--- src/rtl/alu_pkg.sv ---
// Shared ALU operation codes, LEGv8 opcode constants and decoder FIFO entry type.
// Optional per-entry illegal flag is enabled with the ALU_DEC_ILLEGAL_EN macro.
package alu_pkg;

    localparam int unsigned OP_W  = 4;
    localparam int unsigned OPC_W = 11;

    localparam logic [OP_W-1:0] ALU_AND   = 4'b0000;
    localparam logic [OP_W-1:0] ALU_ORR   = 4'b0001;
    localparam logic [OP_W-1:0] ALU_ADD   = 4'b0010;
    localparam logic [OP_W-1:0] ALU_SUB   = 4'b0110;
    localparam logic [OP_W-1:0] ALU_PASSB = 4'b0111;
    localparam logic [OP_W-1:0] ALU_NOR   = 4'b1100;

    localparam logic [10:0] OPC_ADD  = 11'b10001011000;
    localparam logic [10:0] OPC_SUB  = 11'b11001011000;
    localparam logic [10:0] OPC_AND  = 11'b10001010000;
    localparam logic [10:0] OPC_ORR  = 11'b10101010000;
    localparam logic [10:0] OPC_LDUR = 11'b11111000010;
    localparam logic [10:0] OPC_STUR = 11'b11111000000;
    localparam logic [9:0]  OPC_ADDI = 10'b1001000100;
    localparam logic [9:0]  OPC_SUBI = 10'b1101000100;
    localparam logic [7:0]  OPC_CBZ  = 8'b10110100;

    // Operation emitted for opcodes missing from the decode table
`ifdef ALU_DEC_ILLEGAL_EN
    localparam logic [OP_W-1:0] ALU_UNLISTED = ALU_NOR;
`else
    localparam logic [OP_W-1:0] ALU_UNLISTED = ALU_ADD;
`endif

    typedef struct packed {
        logic [OP_W-1:0] operation;
        logic            imm_sel;
`ifdef ALU_DEC_ILLEGAL_EN
        logic            illegal;
`endif
    } alu_entry_t;

endpackage

--- src/rtl/alu_op_lut.sv ---
// Combinational opcode -> ALU operation/immediate-select lookup.
// Illegal flag output present only with ALU_DEC_ILLEGAL_EN.
module alu_op_lut
    import alu_pkg::*;
(
    input  logic [OPC_W-1:0] i_opcode,
    output logic [OP_W-1:0]  o_operation,
    output logic             o_imm_sel
`ifdef ALU_DEC_ILLEGAL_EN
    ,
    output logic             o_illegal
`endif
);

    // Full 11-bit opcodes first, then the shorter I-type and CB-type prefixes
    always_comb begin
        o_operation = ALU_UNLISTED;
        o_imm_sel   = 1'b0;
`ifdef ALU_DEC_ILLEGAL_EN
        o_illegal   = 1'b0;
`endif
        if (i_opcode == OPC_ADD) begin
            o_operation = ALU_ADD;
        end else if (i_opcode == OPC_SUB) begin
            o_operation = ALU_SUB;
        end else if (i_opcode == OPC_AND) begin
            o_operation = ALU_AND;
        end else if (i_opcode == OPC_ORR) begin
            o_operation = ALU_ORR;
        end else if (i_opcode == OPC_LDUR || i_opcode == OPC_STUR) begin
            o_operation = ALU_ADD;
            o_imm_sel   = 1'b1;
        end else if (i_opcode[10:1] == OPC_ADDI) begin
            o_operation = ALU_ADD;
            o_imm_sel   = 1'b1;
        end else if (i_opcode[10:1] == OPC_SUBI) begin
            o_operation = ALU_SUB;
            o_imm_sel   = 1'b1;
        end else if (i_opcode[10:3] == OPC_CBZ) begin
            o_operation = ALU_PASSB;
        end else begin
            o_operation = ALU_UNLISTED;
`ifdef ALU_DEC_ILLEGAL_EN
            o_illegal   = 1'b1;
`endif
        end
    end

endmodule

--- src/rtl/alu_op_decoder.sv ---
// LEGv8 ALU-control decoder with a DEPTH-entry buffer of decoded entries.
// Optional illegal-opcode port enabled with the ALU_DEC_ILLEGAL_EN macro.
module alu_op_decoder
    import alu_pkg::*;
#(
    parameter int unsigned DEPTH = 2
) (
    input  logic            clk,
    input  logic            rst,
    input  logic [31:0]     instr,
    input  logic            instr_valid,
    output logic            instr_ready,
    output logic [OP_W-1:0] operation,
    output logic            imm_sel,
    output logic            op_valid,
    input  logic            op_ready
`ifdef ALU_DEC_ILLEGAL_EN
    ,
    output logic            illegal
`endif
);

    localparam int unsigned PTR_W = $clog2(DEPTH);
    localparam int unsigned CNT_W = PTR_W + 1;

    alu_entry_t       r_mem [DEPTH];
    alu_entry_t       r_head;
    logic [PTR_W-1:0] r_wr_ptr;
    logic [PTR_W-1:0] r_rd_ptr;
    logic [CNT_W-1:0] r_count;
    logic             r_op_valid;
    logic             r_ready;

    alu_entry_t       w_din;
    alu_entry_t       w_head_next;
    logic [PTR_W-1:0] w_wr_ptr_next;
    logic [PTR_W-1:0] w_rd_ptr_next;
    logic [PTR_W-1:0] w_rd_ptr_inc;
    logic [CNT_W-1:0] w_count_next;
    logic             w_push;
    logic             w_pop;
    logic             w_unused_instr;

    assign w_unused_instr = ^instr[20:0];

    alu_op_lut u_lut (
        .i_opcode    (instr[31:21]),
        .o_operation (w_din.operation),
        .o_imm_sel   (w_din.imm_sel)
`ifdef ALU_DEC_ILLEGAL_EN
        ,
        .o_illegal   (w_din.illegal)
`endif
    );

    // Next-state: pointers, count and the registered head-of-queue view
    always_comb begin
        w_push        = instr_valid && r_ready;
        w_pop         = r_op_valid && op_ready;
        w_rd_ptr_inc  = r_rd_ptr + PTR_W'(1);
        w_wr_ptr_next = r_wr_ptr;
        w_rd_ptr_next = r_rd_ptr;
        w_count_next  = r_count;
        w_head_next   = r_head;

        if (w_push) w_wr_ptr_next = r_wr_ptr + PTR_W'(1);
        if (w_pop)  w_rd_ptr_next = w_rd_ptr_inc;

        case ({w_push, w_pop})
            2'b10:   w_count_next = r_count + CNT_W'(1);
            2'b01:   w_count_next = r_count - CNT_W'(1);
            default: w_count_next = r_count;
        endcase

        // Empty after this edge: head keeps the last-popped entry
        if (w_count_next != '0) begin
            if (r_count == '0) begin
                w_head_next = w_din;
            end else if (w_pop) begin
                w_head_next = (r_count >= CNT_W'(2)) ? r_mem[w_rd_ptr_inc] : w_din;
            end
        end
    end

    always_ff @(posedge clk or posedge rst) begin
        if (rst) begin
            r_count    <= '0;
            r_wr_ptr   <= '0;
            r_rd_ptr   <= '0;
            r_op_valid <= 1'b0;
            r_ready    <= 1'b0;
            r_head     <= '0;
            for (int i = 0; i < int'(DEPTH); i++) r_mem[i] <= '0;
        end else begin
            r_count    <= w_count_next;
            r_wr_ptr   <= w_wr_ptr_next;
            r_rd_ptr   <= w_rd_ptr_next;
            r_op_valid <= (w_count_next != '0);
            r_ready    <= (w_count_next < CNT_W'(DEPTH));
            r_head     <= w_head_next;
            if (w_push) r_mem[r_wr_ptr] <= w_din;
        end
    end

    assign instr_ready = r_ready;
    assign op_valid    = r_op_valid;
    assign operation   = r_head.operation;
    assign imm_sel     = r_head.imm_sel;
`ifdef ALU_DEC_ILLEGAL_EN
    assign illegal     = r_head.illegal;
`endif

endmodule

--- config.mk ---
export PLATFORM = sky130hd
export DESIGN_NAME = alu_op_decoder
export DESIGN_NICKNAME = d
export VERILOG_FILES = /design/src/rtl/alu_pkg.sv /design/src/rtl/alu_op_lut.sv /design/src/rtl/alu_op_decoder.sv
export SDC_FILE = /design/constraint.sdc
export NUM_CORES = 1
export LEC_CHECK = 0
export CORE_ASPECT_RATIO = 0.75
export CORE_MARGIN = 1
export CORE_UTILIZATION = 40
export DETAILED_ROUTE_END_ITERATION = 7
export GPL_ROUTABILITY_DRIVEN = 0
export PLACE_DENSITY = 0.77
export SLEW_MARGIN = 40
export SYNTH_ARGS = -nofsm -noshare
export SYNTH_HDL_FRONTEND = slang
export SYNTH_SLANG_ARGS = --single-unit
--- constraint.sdc ---
create_clock -name clk -period 3.8 [get_ports clk]
set_input_delay 0.76 -clock clk [delete_from_list [all_inputs] [get_ports clk]]
set_output_delay 0.76 -clock clk [all_outputs]
set_load 0.02 [all_outputs]
After elaboration in Yosys (flattened, before gate mapping) --
Cells that the tools add are included.
Cells by class: $add $sub $neg 4, multiply operators 0, divide/modulo/power cells 0, $lt $le $gt $ge 5, equality and inequality tests 11, shifts and indexed selects 0, muxes and demuxes 25, bitwise logic cells 2, reduce and logical (&&, ||, !) cells 8
Operators by type and width (count):
- $eq A11 B11 Y1 const B | 6
- $mux W5 | 7
- $mux W4 | 7
- $eq A10 B10 Y1 const B | 2
- $bwmux W10 | 1
- $eq A8 B8 Y1 const B | 1
- $mux W1 | 7
- $ge A2 B2 Y1 const B | 3
- $demux W5 S1 | 1
- $not A1 Y2 | 2
- $pmux W2 S2 | 1
- $reduce_bool A2 Y1 | 2
- $logic_and A1 B1 Y1 | 3
- $mux W3 | 1
- $add A1 B1 Y1 const B | 2
- $add A2 B1 Y2 const B | 1
- $eq A2 B1 Y1 const B | 1
- $eq A2 B2 Y1 const B | 1
- $logic_not A2 Y1 | 1
- $lt A2 B1 Y1 const B | 1
- $lt A2 B2 Y1 const B | 1
- $reduce_and A2 Y1 | 1
- $sub A2 B1 Y2 const B | 1
- $logic_or A1 B1 Y1 | 1
Word-level totals: register bits after elaboration 21, bits in latches 0, bits in writable memories 0, ROM bits 0, input bits 36, memories 0

Logic depth before layout (Yosys ltp) --
word-level depth 12, depth in mapped cells 7

Hierarchy --
Synthesis repeated with hierarchy kept, for this count alone.
Unflattened totals: cell total of the unflattened synthesis 95, area, all modules 1107.3 µm²
By module, submodules not included:
- alu_op_decoder | times used 1, cells each 76, area an instance 963.4 µm², seq. area each 525.5 µm²
- alu_op_lut | times used 1, cells each 19, area an instance 143.9 µm², seq. area each 0.0 µm²

Least setup slack after synthesis --
OpenSTA, ideal clock, no wires.
path kind input -> register, start in op_ready, end reg r_head (netlist bit operation[1]), library setup time 125 ps, arrival 1964 ps, required time 3675 ps, setup slack 1711 ps, cell stages on the path 7, buffers on the path 0, path through nand2_1 > inv_1 > ha_1 > nor2b_1 > a22oi_1 > nand2_1 > mux2_2
On the way: longest elaborated chain between the ends 5
RTL lines:
- start, declared | line alu_op_decoder.sv:16 | input logic op_ready
- $logic_and A1 B1 Y1 * | line alu_op_decoder.sv:59 | w_pop = r_op_valid && op_ready;
- named net w_pop | line alu_op_decoder.sv:41 | logic w_pop;
- $eq A2 B1 Y1 or $eq A2 B2 Y1 (tied branches) | line alu_op_decoder.sv:69 | case ({w_push, w_pop})
- $pmux W2 S2 | line alu_op_decoder.sv:69
- $reduce_bool A2 Y1 | line alu_op_decoder.sv:76 | if (w_count_next != '0) begin
- $reduce_and A2 Y1 (no source line) *
- end signal, assigned | line alu_op_decoder.sv:100 | r_head <= w_head_next;
- end, declared | line alu_op_decoder.sv:27 | alu_entry_t r_head;
The timed path passes the listed nets; every way through them passes the cells marked *. A chain may end at the register's enable or synchronous reset.

Final worst setup path --
Same ends and word-level chain as after synthesis.

==> impl_metrics.env <==
export IMPL_area_growth_pct=25.9
export IMPL_max_slew_margin_pct=55.7
export IMPL_syn_avg_cell_area_um2=9.98
export IMPL_critPathLaunchType="input port"
export IMPL_synth_top_cell_area_share_pct=45.6
export IMPL_grt_max_degree=19
export IMPL_row_count=15
export IMPL_drv_slew=0
export IMPL_ys_types=33
export IMPL_clk_latency_ns=0.30
export IMPL_routed_via_count=790
export IMPL_first_pass_iters=4
export IMPL_synth_area_leader_cell="dfrtp_1"
export IMPL_wl_per_cell_um=13.2
export IMPL_die_x_um=59.4
export IMPL_final_hold_viol_count=0
export IMPL_htree_levels=1
export IMPL_worstMarginPinSlew_ns=0.664
export IMPL_antenna_cells=0
export IMPL_sequentialPowerShare_pct=40.4
export IMPL_ys_ff_latch=18
export IMPL_drc=0
export IMPL_swShare_pct=38.3
export IMPL_fillers=198
export IMPL_worstPathArrival_ns=2.58
export IMPL_avgViaCountPerCell=5.16
export IMPL_ctsHoldBuffers=0
export IMPL_routed_wl_um=2030
export IMPL_syn_nets=136
export IMPL_dieArea_um2=2680
export IMPL_setup_violations=0
export IMPL_hp_class="register to register"
export IMPL_fmax_mhz=419
export IMPL_clock_sinks=18
export IMPL_grt_pass1_vias=748
export IMPL_worst_hold_startpoint="r_mem[5]$_DFFE_PP0P_"
export IMPL_cts_buffers=3
export IMPL_clk_pin_slew_ns=0.10
export IMPL_p_int_uw=483
export IMPL_timing_max_cap_violations=0
export IMPL_worstReg2RegStart="op_valid$_DFF_PP0_"
export IMPL_syn_instance_count=99
export IMPL_yosysWarningCount=0
export IMPL_portBuffers=20
export IMPL_ys_seq_area_share_pct=45.6
export IMPL_core_um2=2310
export IMPL_tns_ns=0
export IMPL_p_switching_uw=300
export IMPL_rsz0062_at_grt="false"
export IMPL_cellLeakagePower_nw=0.530
export IMPL_status="completed"
export IMPL_worstPathMaxFanout=4
export IMPL_crit_start="op_ready"
export IMPL_hpwl_um=1560
export IMPL_worstPathRequired_ns=3.99
export IMPL_grt_usage_pct=18.0
export IMPL_stdcell_area_um2=1240
export IMPL_postCtsSetupBuffers=0
export IMPL_worst_setup_path_type="input port to register"
export IMPL_cts_tree="built"
export IMPL_die_y_um=45.1
export IMPL_vdd_drop_max_mv=0.444
export IMPL_cts_root_buf="clkbuf_4"
export IMPL_layout_drive_gt1_share_pct=10.9
export IMPL_cts_path_max_buffers=2
export IMPL_io_pin_count=43
export IMPL_powerDensity_nw_per_um2=629
export IMPL_grt_pass1_wl_um=3390
export IMPL_cp_end_kind="register"
export IMPL_dp_cells=149
export IMPL_drtIter0Drc=26
export IMPL_final_nets=157
export IMPL_ant_nets=0
export IMPL_start_util_pct=42.8
export IMPL_antenna_found_initial=0
export IMPL_cts_resized=0
export IMPL_netlist_area_um2=988
export IMPL_period_needed_ns=2.39
export IMPL_fin_cells=153
export IMPL_combPwrFrac_pct=44.6
export IMPL_fin_skew_ns=0.00435
export IMPL_grt_overflow_total=0
export IMPL_finalCritPeriodShare_pct=62.9
export IMPL_yosys_top_cells_area="dfrtp_1 (46%), nand2_1 (7.6%), mux2i_1 (5.1%)"
export IMPL_clock_power_share_pct=15.0
export IMPL_dpl_cell_area_um2=1210
==> cells in the mapped netlist <==
master      n
nand2_1    20
dfrtp_1    18
o21ai_0     9
inv_1       5
mux2i_1     5
nand3_1     4
xnor2_1     4
o2bb2ai_1   3
a22oi_1     2
and4bb_2    2
buf_4       2
clkbuf_1    2
nor2_1      2
nor2b_1     2
a211oi_1    1
a21oi_1     1
a311oi_1    1
a31oi_1     1
conb_1      1
ha_1        1
mux2_2      1
nand2b_1    1
nand4bb_2   1
nor3_1      1
nor3b_1     1
nor4_1      1
nor4_4      1
nor4b_4     1
o22ai_1     1
or2_2       1
or3_4       1
or3b_4      1
xor2_1      1
==> per-layer routing <==
metal	track usage, %	up-vias	part of all wire [%]
li1	-	388	-
met1	23.4	381	47
met2	28.5	16	47
met3	6.30	5	4.4
met4	5.71	0	1.0
met5	0	-	0
==> cells by family (layout without fill, tap and decap cells) <==
family / count (synthesis) / count (layout) / share of synthesized area (%)
buffers and inverters: 9 / 29 / 4.18
DFF: 18 / 18 / 45.6
other: 1 / 1 / 0.379
muxes: 6 / 6 / 6.20
AOI/OAI and AO/OA: 19 / 19 / 12.2
xor gates and xnor gates: 5 / 5 / 4.43
adders and majority gates: 1 / 1 / 1.27
and+or+nand+nor: 40 / 40 / 25.8
==> cell usage in the layout (no fill, tap or decap), drive strengths merged, types with 3 or more instances in the layout <==
master	Yosys	routed
clkbuf	2	4
dfrtp	18	18
mux2i	5	5
nand3	4	4
xnor2	4	4
nand2	20	20
inv	5	5
o2bb2ai	3	3
o21ai	9	9
clkdlybuf4s50	0	20
==> metrics by stage <==
step                util [%]  setup slack [ns]  hold slack [ns]  power (mW)
detailed placement      52.4              1.11            0.470       0.668
CTS                     53.9              1.43            0.494       0.789
global placement        52.4              1.18            0.461       0.657
floorplan                  -              1.71            0.449       0.562
finish                  53.9              1.41            0.490       0.783
global route            53.9              1.32            0.529       0.845
==> path summary, 6_finish.rpt <==
path                                       endpoint  slack [ns]  depth (start not counted)
max reg2reg                operation[1]$_DFFE_PP0P_        1.88                          7
min in group asynchronous      r_mem[6]$_DFFE_PP0P_        0.85                          2
max in group asynchronous        op_valid$_DFF_PP0_        2.53                          2
min                            r_mem[5]$_DFFE_PP0P_        0.49                          2
max                        operation[1]$_DFFE_PP0P_        1.41                          8
min reg2reg                    r_mem[5]$_DFFE_PP0P_        0.49                          2
==> area by class of cell <==
type	count	area, um^2	area share, %
Multi-Input combinational cell	72	497	39.9
Sequential cell	18	450	36.2
Timing Repair Buffer	20	200	16.1
Tap cell	34	42.5	3.42
Clock buffer	4	36.3	2.91
Inverter	5	18.8	1.51
==> state kept, by name (all words and copies together) (netlist names) <==
name and flops:
r_rd_ptr 1, instr_ready 1, imm_sel 1, op_valid 1, r_count 2, operation 3
r_wr_ptr 1, r_mem 8
==> power groups by stage <==
stage                     Sequential (mW)  Combinational [mW]  Clock [mW]
after floorplan                     0.320               0.242           0
after global placement              0.318               0.339           0
after detailed placement            0.320               0.348           0
after CTS                           0.316               0.350       0.122
after global routing                0.327               0.390       0.129
final                               0.316               0.349       0.117
==> worst max-delay path, stage by stage <==
cell             delay, ns
clkdlybuf4s50_1       0.40
nand2_1               0.15
inv_1                 0.07
ha_1                  0.35
nor2b_1               0.06
a22oi_1               0.30
nand2_1               0.18
mux2_2                0.30
(Power assumes the default switching activity.)
